===== src/rtl/mc_ctrl_fsm.sv =====
// mc_ctrl_fsm
//   Multicycle control unit: fetch/decode/execute state machine plus ALU decode.
//   Drives the datapath muxes/enables and the FlagW/PCS/RegW/MemW requests consumed
//   by the conditional-execution stage. Outputs are Moore-decoded from the state
//   register; Op/Funct/Rd come from the instruction register.
//
//   Optional feature macro: MC_CTRL_MEMWAIT_EN
//     defined   -> MemReady input exists; FETCH, MEMRD and MEMWR wait for it.
//     undefined -> no MemReady port; every state lasts one cycle.
//
//   Ports
//     clk         rising-edge clock
//     reset       asynchronous, active-low
//     Op/Funct/Rd instruction fields instr[27:26], instr[25:20], instr[15:12]
//     MemReady    memory handshake (only with MC_CTRL_MEMWAIT_EN)
//     FlagW       [1]=NZ write, [0]=CV write
//     PCS         PC written by this instruction
//     RegW, MemW  register / memory write requests
//     IRWrite     instruction register load
//     NextPC      unconditional PC+4 update
//     AdrSrc      memory address select (0=PC, 1=ALU result)
//     ResultSrc   00=ALUOut, 01=Data, 10=ALUResult
//     ALUSrcA     0=RD1, 1=PC
//     ALUSrcB     00=RD2, 01=ExtImm, 10=const 4
//     ALUControl  00 ADD, 01 SUB, 10 AND, 11 ORR
//     ImmSrc      = Op
//     RegSrc      [0]=(Op==10), [1]=(Op==01)
//     State       current state (debug), zero-extended to STATE_W
//
//   state  | meaning
//   FETCH  | load IR from mem[PC], PC <= PC+4
//   DECODE | read register file, dispatch on Op
//   MEMADR | compute load/store address
//   MEMRD  | read data memory
//   MEMWB  | write loaded data to Rd
//   MEMWR  | write data memory
//   EXECR  | ALU op, register operand
//   EXECI  | ALU op, immediate operand
//   ALUWB  | write ALU result to Rd (suppressed for CMP)
//   BRANCH | compute branch target, write PC
module mc_ctrl_fsm #(
    parameter int STATE_W = 4
) (
    input  logic               clk,
    input  logic               reset,
    input  logic [1:0]         Op,
    input  logic [5:0]         Funct,
    input  logic [3:0]         Rd,
`ifdef MC_CTRL_MEMWAIT_EN
    input  logic               MemReady,
`endif
    output logic [1:0]         FlagW,
    output logic               PCS,
    output logic               RegW,
    output logic               MemW,
    output logic               IRWrite,
    output logic               NextPC,
    output logic               AdrSrc,
    output logic [1:0]         ResultSrc,
    output logic               ALUSrcA,
    output logic [1:0]         ALUSrcB,
    output logic [1:0]         ALUControl,
    output logic [1:0]         ImmSrc,
    output logic [1:0]         RegSrc,
    output logic [STATE_W-1:0] State
);

    typedef enum logic [3:0] {
        S_FETCH  = 4'd0,
        S_DECODE = 4'd1,
        S_MEMADR = 4'd2,
        S_MEMRD  = 4'd3,
        S_MEMWB  = 4'd4,
        S_MEMWR  = 4'd5,
        S_EXECR  = 4'd6,
        S_EXECI  = 4'd7,
        S_ALUWB  = 4'd8,
        S_BRANCH = 4'd9
    } state_t;

    state_t state_q;
    state_t state_d;

    logic mem_ready;
`ifdef MC_CTRL_MEMWAIT_EN
    assign mem_ready = MemReady;
`else
    assign mem_ready = 1'b1;
`endif

    logic       ir_write, next_pc, reg_w_raw, mem_w_raw, branch, alu_op;
    logic [1:0] alu_ctl;
    logic       add_sub;
    logic       is_cmp;

    assign is_cmp = (Funct[4:1] == 4'b1010);

    always_ff @(posedge clk or negedge reset) begin
        if (!reset) state_q <= S_FETCH;
        else        state_q <= state_d;
    end

    always_comb begin
        state_d    = S_FETCH;
        ir_write   = 1'b0;
        next_pc    = 1'b0;
        AdrSrc     = 1'b0;
        ResultSrc  = 2'b00;
        ALUSrcA    = 1'b0;
        ALUSrcB    = 2'b00;
        alu_op     = 1'b0;
        reg_w_raw  = 1'b0;
        mem_w_raw  = 1'b0;
        branch     = 1'b0;
        case (state_q)
            S_FETCH: begin
                state_d   = mem_ready ? S_DECODE : S_FETCH;
                ir_write  = mem_ready;
                next_pc   = mem_ready;
                ALUSrcA   = 1'b1;
                ALUSrcB   = 2'b10;
                ResultSrc = 2'b10;
            end
            S_DECODE: begin
                case (Op)
                    2'b00:   state_d = Funct[5] ? S_EXECI : S_EXECR;
                    2'b01:   state_d = S_MEMADR;
                    2'b10:   state_d = S_BRANCH;
                    default: state_d = S_FETCH;
                endcase
                ALUSrcA   = 1'b1;
                ALUSrcB   = 2'b10;
                ResultSrc = 2'b10;
            end
            S_MEMADR: begin
                state_d = Funct[0] ? S_MEMRD : S_MEMWR;
                ALUSrcB = 2'b01;
            end
            S_MEMRD: begin
                state_d = mem_ready ? S_MEMWB : S_MEMRD;
                AdrSrc  = 1'b1;
            end
            S_MEMWB: begin
                state_d   = S_FETCH;
                ResultSrc = 2'b01;
                reg_w_raw = 1'b1;
            end
            S_MEMWR: begin
                // MemW stays up for the whole wait so the memory sees a stable request
                state_d   = mem_ready ? S_FETCH : S_MEMWR;
                AdrSrc    = 1'b1;
                mem_w_raw = 1'b1;
            end
            S_EXECR: begin
                state_d = S_ALUWB;
                alu_op  = 1'b1;
            end
            S_EXECI: begin
                state_d = S_ALUWB;
                ALUSrcB = 2'b01;
                alu_op  = 1'b1;
            end
            S_ALUWB: begin
                state_d   = S_FETCH;
                reg_w_raw = ~is_cmp;
            end
            S_BRANCH: begin
                state_d   = S_FETCH;
                ALUSrcB   = 2'b01;
                ResultSrc = 2'b10;
                branch    = 1'b1;
            end
            default: state_d = S_FETCH;
        endcase
    end

    always_comb begin
        alu_ctl = 2'b00;
        add_sub = 1'b0;
        case (Funct[4:1])
            4'b0100: begin alu_ctl = 2'b00; add_sub = 1'b1; end
            4'b0010: begin alu_ctl = 2'b01; add_sub = 1'b1; end
            4'b0000: alu_ctl = 2'b10;
            4'b1100: alu_ctl = 2'b11;
            4'b1010: begin alu_ctl = 2'b01; add_sub = 1'b1; end
            default: alu_ctl = 2'b00;
        endcase
    end

    // Enables are gated by reset directly so an assertion mid-instruction
    // kills any write in the same cycle, without waiting for a clock edge.
    assign IRWrite    = ir_write & reset;
    assign NextPC     = next_pc & reset;
    assign RegW       = reg_w_raw & reset;
    assign MemW       = mem_w_raw & reset;
    assign PCS        = (((Rd == 4'd15) & reg_w_raw) | branch) & reset;
    assign FlagW      = {2{alu_op & reset}} & {Funct[0], Funct[0] & add_sub};
    assign ALUControl = alu_op ? alu_ctl : 2'b00;
    assign ImmSrc     = Op;
    assign RegSrc     = {(Op == 2'b01), (Op == 2'b10)};
    assign State      = STATE_W'(state_q);

endmodule


===== config.mk =====
export PLATFORM = sky130hd
export DESIGN_NAME = mc_ctrl_fsm
export DESIGN_NICKNAME = d
export VERILOG_FILES = /design/src/rtl/mc_ctrl_fsm.sv
export SDC_FILE = /design/constraint.sdc
export NUM_CORES = 1
export LEC_CHECK = 0
export ABC_AREA = 1
export CORE_UTILIZATION = 33
export DETAILED_ROUTE_END_ITERATION = 16
export PLACE_DENSITY = 0.82
export SLEW_MARGIN = 20
export SYNTH_ARGS = -nofsm -noshare
export SYNTH_HDL_FRONTEND = slang
export SYNTH_SLANG_ARGS = --single-unit

===== constraint.sdc =====
create_clock -name clk -period 2.8 [get_ports clk]
set_input_delay 0.56 -clock clk [delete_from_list [all_inputs] [get_ports clk]]
set_output_delay 0.56 -clock clk [all_outputs]
set_load 0.005 [all_outputs]

# == Yosys cells after proc, flatten, opt, wreduce, memory -nomap -nowiden ==
# Cells that the tools add are included.
# classes
add_sub_neg,0
mul,0
n_div,0
n_lt_le_gt_ge,0
n_eq_ne,16
shifts,0
n_mux,16
n_bitwise,10
n_reduce_logical,10
# op_table
operator,count
$eq A4 B3 Y1 const B,5
$eq A4 B4 Y1 const B,5
$pmux W4 S5,1
$eq A4 B2 Y1 const B,3
$pmux W4 S3,1
$reduce_or A3 Y1,3
$logic_not A4 Y1,2
$mux W1,8
$pmux W2 S2,2
$reduce_or A2 Y1,4
$and A1 B1 Y1,7
$pmux W2 S3,1
$eq A4 B1 Y1 const B,1
$mux W3,1
$and A2 B2 Y2,1
$eq A2 B1 Y1 const B,1
$eq A2 B2 Y1 const B,1
$logic_not A2 Y1,1
$mux W2,1
$pmux W1 S2,1
$not A1 Y1,1
$or A1 B1 Y1,1
# totals
reg_bits,4
latchBits,0
ram_bits,0
romBits,0
out_inout_bits,23
elab_cells,53
memories,0

# == Longest topological paths before layout ==
# Gate-level depths: netlist (run 1).
# logic_depth
depth_word,6
mapped_depth,7
ltp_nobuf,7

# == Worst setup path before layout (run 1) ==
# No wires, ideal clock.
# synth_timing
path_kind,input to output
from,input reset
to,output NextPC
arrival_ns,1.085
required_ns,2.240
path_slack_ns,1.155
stages,3
cell_sequence,inv_1 > nor3_1 > buf_4
# synth_between
elab_chain_cells,1
# synth_lines
item,line,rtl
"start, declared",45,"input logic reset,"
$and A1 B1 Y1,-,
"end, declared",57,"output logic NextPC,"
# No other way between the ends.

# == Worst setup path in the final report (run 1) ==
# layout_timing
from,input reset
to,output IRWrite
# layout_between
elab_chain_cells,1
# layout_lines
item,line,rtl
$and A1 B1 Y1,192,assign IRWrite = ir_write & reset;
"end, declared",56,"output logic IRWrite,"
# No other way between the ends.

==> summary.txt, run 1 <==
min cycle time layout -> 2.568 ns
WP data required -> 2.24 ns
starting density of the core -> 0.3787
Setup violations, final -> 0
num ports -> 37
worst reg-to-reg path cell count -> 3
Avg WL per Cell -> 10.57 um
Pwr Total -> 641.4 uW
ANT cells -> 0
DRC violation count after routing -> 0
Via density -> 4.675
Die ar. -> 1513 um^2
first-pass GRT wire length -> 2028 um
row count -> 12
Hold Startpoint -> State[0]
commonest non-fill, non-tap cell in the layout -> clkdlybuf4s50_1
Worst path max stage delay -> 0.57 ns
Avg Synthesized Cell Area -> 6.239 um^2
total CTS buffers -> 3
Peak Freq -> 0.3894 GHz
most frequent cells in the layout -> 36 x clkdlybuf4s50_1, 16 x nand2_1, 12 x inv_1, 7 x nor2_1, 6 x nand3_1
vias in the first global route -> 530
CTS resizes -> 0
register area share after synthesis -> 0.2228
CTS clk-pin slew, worst paths -> 0.03 ns
largest net degree at the start of global routing -> 7
Layout area overhead -> 85.79%
clock sinks -> 4
all-layer global routing usage -> 0.1940
multi-input combinational cell area -> 262.8 um^2
FF-to-FF End -> State[2]
Finished Cell Area -> 834.6 um^2
Final HPWL DP -> 1072 um
RR Startpoint -> State[2]
syn nets -> 86
Root Driver -> clkbuf_4
Crit. End Element -> output pin
Worst path top cell family by delay -> buffers and inverters
core area -> 1186 um^2
# fillers -> 102
Post-Layout Cell Count -> 123
setup_tns -> 0 ns
synthesized area -> 449.2 um^2
run status -> finished, final reports clean
Post-Place Cell Area -> 812.0 um^2
Inst Count DP -> 120
gr ovfl total -> 0
critical path class -> input port to output pin
post-route ant nets -> 0
Post-Syn Instances -> 72
Synth area leaders -> dfrtp_1 22%, nand2_1 13%, inv_1 10%, nand3_1 6.7%, nor2_1 5.8%
pwr dens -> 768.5 nW/um^2
CTS tree -> yes
worst hold stages -> 1
Die W -> 38.90 um
CP arrival -> 2.01 ns
max_slew headroom -> 0.8326
initial antenna violation count -> 0
Final Wtd Congestion -> 0.8022
slowest cell on the critical path -> clkdlybuf4s50_1
latest clock arrival within the worst-skew pair -> 0.24 ns
clk buf depth -> 2
count of port buffers added during placement -> 36
CP Max Fanout -> 5
Pleak -> 0.3830 nW
First-pass DRT Iterations -> 3
Most common cell on crit path -> clkdlybuf4s50_1
Max Slew Vio Count -> 0
H-tree Lvls -> 1
Hold Crit Endpoint -> State[0]
number of synthesized register bits -> 4
area leader, netlist -> dfrtp_1
Largest register FFs -> 4
Worst Path Buf+Inv -> 3
unrepaired setup endpoints after global routing -> false
max cap viols -> 0
ratio of cells with drive above 1 in the final layout -> 0.1743
Die H -> 38.90 um
final count of hold timing violations -> 0
reg2reg setup slack -> 1.74 ns
fin crit share -> 0.9172
share of the synthesized area in the top cell type -> 0.2228
# nets final -> 125
total number of vias -> 575
FF/Latch Area -> 100.1 um^2
Synth Warn # -> 0
worst-margin pin slew -> 0.2493 ns
Worst setup SP type -> input port
clk_skew -> 0.005250 ns
Min Hold Slack -> 0.5480 ns
Netlist cell types -> 20
CP Cell Sequence -> clkdlybuf4s50_1 -> inv_1 -> nor3_1 -> clkdlybuf4s50_1
worst min-delay path class -> flop to flop
Hold-fix buffers, CTS -> 0
Starting DRT DRC Count -> 2
Worst IR Drop VDD -> 690.0 uV
WL final -> 1300 um
postcts setup bufs -> 0
[Yosys cell counts]
cell,count
nand2_1,16
inv_1,12
nor2_1,7
nand3_1,6
inv_2,5
dfrtp_1,4
a21oi_1,3
buf_4,3
nor2_2,3
nand2_2,2
o22ai_1,2
a21oi_2,1
nand2_4,1
nor2_4,1
nor3_1,1
nor3_4,1
o21ai_0,1
o221ai_1,1
o311ai_1,1
o31ai_2,1
[power by group]
part           total [mW]  switching [mW]  internal (mW)
clock              0.0720          0.0240         0.0480
sequential          0.122          0.0395         0.0822
combinational       0.448           0.201          0.247
[logic make-up after synthesis]
logic type,after synthesis,share of synthesized area
DFF,4,0.2229
buffers and inverters,20,0.1922
AOI/OAI and AO/OA,10,0.1588
and+or+nand+nor,38,0.4262
[metal layers]
layer  routed length [um]  track usage  up-vias  part of all wire
met5                    0            0        -                 0
met4                   18      0.07759        0             0.014
met3                   94      0.02890        2             0.072
met2                  674       0.3750       23              0.52
met1                  512       0.2028      251              0.39
li1                     -            -      299                 -
[worst max-delay path by stage]
stage               slack [ns]  depth (start not counted)  startpoint  endpoint
global route              0.12                          4       reset   IRWrite
finish                    0.23                          4       reset   IRWrite
global placement          0.25                          8    Funct[3]       PCS
CTS                       0.20                          4       reset   IRWrite
floorplan                 1.15                          3       reset    NextPC
detailed placement        0.19                          4       reset   IRWrite
[through the flow]
stage                     utilization  setup WS, ns
after floorplan                     -         1.155
after global placement         0.6846        0.2484
after detailed placement       0.6846        0.1934
after CTS                      0.7036        0.2006
after global routing           0.7036        0.1215
final                          0.7036        0.2317
[area by class of cell]
type	count	share of cell area
repair buffers	37	0.4408
multi-input cells	48	0.3148
flip-flops and latches	4	0.1199
inverters	17	0.07646
clock buffers	3	0.02699
well taps	14	0.02099
Power figures use the tool's default switching activity.
==> run 2, diff against run 1 <==
Settings changed: ABC_AREA 1 to unset, CORE_UTILIZATION 33 to 37, PLACE_DENSITY 0.82 to 0.83, SLEW_MARGIN 20 to unset.
==> run 2 against run 1 <==
Net effect:
- clock skew shrank 0.0040 ns
- clock power increased by 4.2%
- die area grew 9.5%
- critical path depth is the same
- non-clock buffer count increased by 1
==> summary.txt, run 2 <==
First-pass DRT Iterations -> 4 (was 3)
pwr dens -> 872.6 nW/um^2 (was 768.5 nW/um^2)
critical path class -> input port to output pin (unchanged)
Synth async-reset ratio -> 1.000 (unchanged)
gr ovfl total -> 0 (unchanged)
worst reg-to-reg path cell count -> 3 (unchanged)
CP arrival -> 2.10 ns (was 2.01 ns)
Peak Freq -> 0.3766 GHz (was 0.3894 GHz)
run status -> finished, final reports clean (unchanged)
Max Slew Vio Count -> 0 (unchanged)
Die H -> 40.71 um (was 38.90 um)
Via density -> 5.364 (was 4.675)
Root Driver -> clkbuf_4 (unchanged)
Avg Synthesized Cell Area -> 9.395 um^2 (was 6.239 um^2)
CP Max Fanout -> 7 (was 5)
Post-Syn Instances -> 59 (was 72)
worst min-delay path class -> input port to async pin (was flop to flop)
most frequent cells in the layout -> 33 x clkdlybuf4s50_1, 4 x dfrtp_1, 4 x nor2_1, 4 x a21oi_1 (was 36 x clkdlybuf4s50_1, 16 x nand2_1, 12 x inv_1, 7 x nor2_1, 6 x nand3_1)
total CTS buffers -> 3 (unchanged)
Die W -> 40.71 um (was 38.90 um)
largest net degree at the start of global routing -> 12 (was 7)
Post-synth EDFFs -> 0 (unchanged)
WP data required -> 2.24 ns (about the same)
cell-internal power -> 464.0 uW (was 377.2 uW)
starting density of the core -> 0.4106 (was 0.3787)
Hold-fix buffers, CTS -> 0 (unchanged)
commonest non-fill, non-tap cell in the layout -> clkdlybuf4s50_1 (unchanged)
clk_skew -> 0.001266 ns (was 0.005250 ns)
worst-margin pin slew -> 0.5330 ns (was 0.2493 ns)
CTS tree -> yes (unchanged)
Netlist cell types -> 32 (was 20)
fin crit share -> 0.9484 (was 0.9172)
num ports -> 37 (unchanged)
clock sinks -> 4 (unchanged)
Synth top cells by count -> 4 x a21oi_1, 4 x buf_4, 4 x buf_6, 4 x dfrtp_1, 4 x nor2_1 (was 16 x nand2_1, 12 x inv_1, 7 x nor2_1, 6 x nand3_1, 5 x inv_2)
number of synthesized register bits -> 4 (unchanged)
Clock Power Share -> 0.096 (was 0.112)
max cap viols -> 0 (unchanged)
combinational share of power -> 0.669 (was 0.698)
Net Sw Frac -> 0.4089 (was 0.4119)
initial antenna violation count -> 0 (unchanged)
max_slew headroom -> 0.6447 (was 0.8326)
Net Sw Power -> 321.0 uW (was 264.2 uW)
Post-Place Cell Area -> 873.3 um^2 (was 812.0 um^2)
Starting DRT DRC Count -> 5 (was 2)
Setup violations, final -> 0 (unchanged)
setup_tns -> 0 ns (unchanged)
register area share after synthesis -> 0.1806 (was 0.2228)
Largest register FFs -> 4 (unchanged)
latest clock arrival within the worst-skew pair -> 0.24 ns (about the same)
core area -> 1350 um^2 (was 1186 um^2)
CTS clk-pin slew, worst paths -> 0.04 ns (was 0.03 ns)
final count of hold timing violations -> 0 (unchanged)
H-tree Lvls -> 1 (unchanged)
area leader, netlist -> dfrtp_1 (unchanged)
setup ws final -> 0.1446 ns (was 0.2317 ns)
total number of vias -> 574 (was 575)
WL final -> 1327 um (was 1300 um)
first-pass GRT wire length -> 1945 um (was 2028 um)
Sequential Power Share -> 0.236 (was 0.190)
Synth area leaders -> dfrtp_1 18%, nor4b_4 13%, buf_6 8.1%, buf_4 5.4%, o41ai_4 5.0% (was dfrtp_1 22%, nand2_1 13%, inv_1 10%, nand3_1 6.7%, nor2_1 5.8%)
min cycle time layout -> 2.655 ns (was 2.568 ns)
Avg WL per Cell -> 12.40 um (was 10.57 um)
unrepaired setup endpoints after global routing -> false (unchanged)
Finished Cell Area -> 899.6 um^2 (was 834.6 um^2)
Synth Warn # -> 0 (unchanged)
ANT cells -> 0 (unchanged)
Layout area overhead -> 62.30% (was 85.79%)
Worst IR Drop VDD -> 394.0 uV (was 690.0 uV)
Final HPWL DP -> 1031 um (was 1072 um)
postcts setup bufs -> 0 (unchanged)
row count -> 13 (was 12)
all-layer global routing usage -> 0.1744 (was 0.1940)
Final Wtd Congestion -> 0.7373 (was 0.8022)
worst slack at placement -> -0.01586 ns (was 0.1934 ns)
DRC violation count after routing -> 0 (unchanged)
vias in the first global route -> 439 (was 530)
count of port buffers added during placement -> 36 (unchanged)
Pleak -> 0.3482 nW (was 0.3830 nW)
clk buf depth -> 2 (unchanged)
share of the synthesized area in the top cell type -> 0.1806 (was 0.2228)
post-route ant nets -> 0 (unchanged)
dominant synthesized flop cell -> dfrtp_1 (unchanged)
# fillers -> 116 (was 102)
Worst setup SP type -> input port (unchanged)
synthesized area -> 554.3 um^2 (was 449.2 um^2)
ratio of cells with drive above 1 in the final layout -> 0.1522 (was 0.1743)
# nets final -> 108 (was 125)
Crit. End Element -> output pin (unchanged)
Die ar. -> 1657 um^2 (was 1513 um^2)
syn nets -> 73 (was 86)
==> run 2: cell types whose count changed after synthesis, moves of 4 or more <==
cell     before  now
nand3_1       6    0
inv_2         5    0
nand2_1      16    1
inv_1        12    3
buf_6         0    4
==> run 2: path summary, 6_finish.rpt <==
path                            startpoint       end  slack, ns
worst max-delay path                 reset  FlagW[0]       0.14
worst min-delay path                 reset  State[3]       0.57
worst max register to register    State[0]  State[2]       1.39
worst min register to register    State[1]  State[3]       0.81
max in group asynchronous            reset  State[0]       1.88
min in group clk                  State[1]  State[3]       0.81
==> run 2: metal layers <==
metal | vias up | wire length [um] | GRT usage
met3 | 2 | 88 | 0.03261
met1 | 265 | 578 | 0.2310
met5 | - | 0 | 0
met2 | 24 | 647 | 0.2857
met4 | 0 | 12 | 0.05000
li1 | 283 | - | -
==> run 2: timing repair <==
action | CTS | global route
resized for setup | 1 | 2
cloned | 0 | 0
endpoints found under the setup margin | 1 | 1
==> run 2: critical path, stage by stage <==
cell and delay, ns:
clkdlybuf4s50_1 0.64, and4_1 0.27, and2_1 0.14, clkdlybuf4s50_1 0.49
==> run 2: stage by stage <==
| stage | power, mW | util | hold slack [ns] | instances |
|---|---|---|---|---|
| global route | 0.8552 | 0.6664 | 0.5876 | 107 |
| floorplan | 0.5174 | - | 0.2644 | 59 |
| finish | 0.7850 | 0.6664 | 0.5701 | 107 |
| CTS | 0.7909 | 0.6627 | 0.5746 | 107 |
| detailed placement | 0.7154 | 0.6469 | 0.7972 | 104 |
| global placement | 0.7014 | 0.6469 | 0.7836 | 104 |
==> run 2: cell type report <==
cell class | count | area [um^2] | share of cell area
repair buffers | 38 | 379.1 | 0.4214
multi-input cells | 43 | 361.6 | 0.4019
flip-flops and latches | 4 | 100.1 | 0.1113
clock buffers | 3 | 22.52 | 0.02503
well taps | 15 | 18.77 | 0.02086
inverters | 4 | 17.52 | 0.01947
==> run 2: kinds of logic after synthesis <==
kind of cell / synth area share
AO/OA/AOI/OAI: 0.1874
XOR/XNOR: 0.04741
AND/OR/NAND/NOR: 0.4176
buffers and inverters: 0.1670
flip-flops: 0.1806
==> run 2: power by group through the flow <==
stage | combinational, mW | clock (mW) | sequential (mW)
6_report | 0.525 | 0.0750 | 0.185
4_1_cts | 0.529 | 0.0764 | 0.185
3_5_place_dp | 0.529 | 0 | 0.186
2_1_floorplan | 0.404 | 0 | 0.114
3_3_place_gp | 0.520 | 0 | 0.181
5_1_grt | 0.579 | 0.0808 | 0.195
==> run 3, diff against run 2 <==
Settings changed: SETUP_SLACK_MARGIN set to 0.4.
==> run 3 against run 2 <==
Net effect:
- core utilization increased by 9.6 points
- register-to-register slack improved by 0.13 ns
- sequential power decreased by 10%
- clock power decreased by 1%
- die area unchanged
- power increased by 17%
- critical path depth increased by 1
- via count increased by 7.7%
- hold slack got worse by 0.29 ns
- critical path type unchanged
- largest cell class unchanged
- largest power group unchanged
==> summary.txt, run 3 (same netlist as run 2, synthesis figures left out) <==
Pwr Total -> 916.1 uW (was 785.0 uW)
commonest non-fill, non-tap cell in the layout -> clkdlybuf4s50_1 (unchanged)
ratio of cells with drive above 1 in the final layout -> 0.3529 (was 0.1522)
total number of vias -> 618 (was 574)
Setup violations, final -> 0 (unchanged)
worst-margin pin slew -> 0.2916 ns (was 0.5330 ns)
worst reg-to-reg path cell count -> 4 (was 3)
Most common cell on crit path -> dlygate4sd2_1 (was clkdlybuf4s50_1)
slowest cell on the critical path -> or3b_1 (was clkdlybuf4s50_1)
ANT cells -> 0 (unchanged)
Post-Place Cell Area -> 873.3 um^2 (unchanged)
grt met2 use -> 0.3413 (was 0.2857)
starting density of the core -> 0.4106 (unchanged)
latest clock arrival within the worst-skew pair -> 0.24 ns (about the same)
clk_skew -> 0.002874 ns (was 0.001266 ns)
post-route ant nets -> 0 (unchanged)
Root Driver -> clkbuf_4 (unchanged)
core area -> 1350 um^2 (unchanged)
clk buf depth -> 2 (unchanged)
pwr dens -> 889.6 nW/um^2 (was 872.6 nW/um^2)
CP Max Fanout -> 4 (was 7)
M1 GR Usage -> 0.2475 (was 0.2310)
WP depth -> 5 (was 4)
run status -> finished, final reports clean (unchanged)
critical path class -> input port to output pin (unchanged)
initial antenna violation count -> 0 (unchanged)
Post-Layout Cell Count -> 117 (was 107)
Avg WL per Cell -> 13.68 um (was 12.40 um)
Inst Count DP -> 104 (unchanged)
RR Startpoint -> State[0] (unchanged)
Min Hold Slack -> 0.2753 ns (was 0.5701 ns)
WP data required -> 2.24 ns (about the same)
Pleak -> 0.4430 nW (was 0.3482 nW)
cell-internal power -> 558.8 uW (was 464.0 uW)
reg2reg setup slack -> 1.52 ns (was 1.39 ns)
Peak Freq -> 0.4168 GHz (was 0.3766 GHz)
Layout area overhead -> 85.78% (was 62.30%)
Sequential Power Share -> 0.181 (was 0.236)
First-pass DRT Iterations -> 4 (unchanged)
FF-to-FF End -> State[2] (unchanged)
min cycle time layout -> 2.399 ns (was 2.655 ns)
combinational share of power -> 0.738 (was 0.669)
DRC violation count after routing -> 0 (unchanged)
clock sinks -> 4 (unchanged)
gr ovfl total -> 0 (unchanged)
most frequent cells in the layout -> 26 x clkdlybuf4s50_1, 12 x buf_4, 6 x dlygate4sd2_1, 4 x dfrtp_2, 4 x nor2_1 (was 33 x clkdlybuf4s50_1, 4 x dfrtp_1, 4 x nor2_1, 4 x a21oi_1)
num ports -> 37 (unchanged)
Net Sw Frac -> 0.3901 (was 0.4089)
WL final -> 1600 um (was 1327 um)
unrepaired setup endpoints after global routing -> true (was false)
count of port buffers added during placement -> 36 (unchanged)
Max Slew Vio Count -> 0 (unchanged)
total CTS buffers -> 3 (unchanged)
CP endpoint -> FlagW[0] (unchanged)
# nets final -> 118 (was 108)
Net Sw Power -> 357.3 uW (was 321.0 uW)
Worst path top cell family by delay -> simple AND/OR/NAND/NOR gates (was buffers and inverters)
Worst Setup SP -> Funct[4] (was reset)
Final Wtd Congestion -> 0.7373 (unchanged)
Final HPWL DP -> 1031 um (unchanged)
CTS clk-pin slew, worst paths -> 0.04 ns (about the same)
max_slew headroom -> 0.8048 (was 0.6447)
Worst path max stage delay -> 0.41 ns (was 0.64 ns)
Worst setup SP type -> input port (unchanged)
Die W -> 40.71 um (unchanged)
vias in the first global route -> 489 (was 439)
grt peak-use layer -> met2 (unchanged)
Die H -> 40.71 um (unchanged)
worst min-delay path class -> input port to async pin (unchanged)
fin crit share -> 0.8569 (was 0.9484)
Clock Power Share -> 0.081 (was 0.096)
all-layer global routing usage -> 0.1959 (was 0.1744)
Largest register FFs -> 4 (unchanged)
Worst Path Buf+Inv -> 2 (unchanged)
CTS tree -> yes (unchanged)
Crit. End Element -> output pin (unchanged)
met3 usage -> 0.03261 (unchanged)
first-pass GRT wire length -> 2173 um (was 1945 um)
Finished Cell Area -> 1030 um^2 (was 899.6 um^2)
max cap viols -> 0 (unchanged)
row count -> 13 (unchanged)
final count of hold timing violations -> 0 (unchanged)
Via density -> 5.282 (was 5.364)
Die ar. -> 1657 um^2 (unchanged)
H-tree Lvls -> 1 (unchanged)
Starting DRT DRC Count -> 7 (was 5)
largest net degree at the start of global routing -> 12 (unchanged)
CP arrival -> 1.84 ns (was 2.10 ns)
CP Cell Sequence -> dlygate4sd2_1 -> or3b_1 -> a21oi_2 -> and2_1 -> dlygate4sd2_1 (was clkdlybuf4s50_1 -> and4_1 -> and2_1 -> clkdlybuf4s50_1)
Worst IR Drop VDD -> 407.2 uV (was 394.0 uV)
-- run 3: changes by cell type in the layout (fill, tap and decap cells not counted), sizes merged --
cell           change
clkdlybuf4s50      -7
dlygate4sd2        +5
buf               +10
dlymetal6s2s       +1
clkdlybuf4s15      +1
-- run 3: worst min path at each step --
stage,start,endpoint,slack [ns],depth (start not counted)
after global placement,State[1],State[2],0.78,2
after detailed placement,State[1],State[3],0.80,1
after global routing,reset,State[3],0.28,1
after CTS,reset,State[3],0.31,1
final,reset,State[3],0.28,1
after floorplan,reset,State[0],0.26,0
-- run 3: what timing repair did --
| action | CTS | global route |
|---|---|---|
| pin swaps | 4 | 2 |
| gates cloned | 0 | 0 |
| gates resized for setup | 15 | 9 |
| hold buffers | 0 | 0 |
| endpoints found under the setup margin | 11 | 9 |
| buffers inserted | 3 | 7 |
-- run 3: final cells by class --
type                            count  area, um^2
Inverter                            4       17.52
Clock buffer                        3       22.52
Tap cell                           15       18.77
Timing Repair Buffer               48       450.4
Multi-Input combinational cell     43       415.4
Sequential cell                     4       105.1
Fill cell                          82       320.3
-- run 3: layer usage --
layer / share of wire / wire, um
met1: 0.40 / 646
met2: 0.51 / 811
met3: 0.070 / 112
met4: 0.018 / 29
met5: 0 / 0
-- run 3: power groups by stage --
stage	registers (mW)	logic (mW)	clock network, mW
floorplan	0.114	0.404	0
global placement	0.181	0.520	0
detailed placement	0.186	0.529	0
CTS	0.178	0.581	0.0764
global route	0.174	0.733	0.0808
finish	0.166	0.676	0.0742
-- run 3: through the flow --
step                      setup slack, ns    util  setup TNS [ns]
after global routing               0.3463  0.7627               0
after detailed placement         -0.01586  0.6469        -0.01586
after global placement            0.06385  0.6469               0
after CTS                          0.3967  0.6877               0
after floorplan                    0.9339       -               0
final                              0.4008  0.7627               0
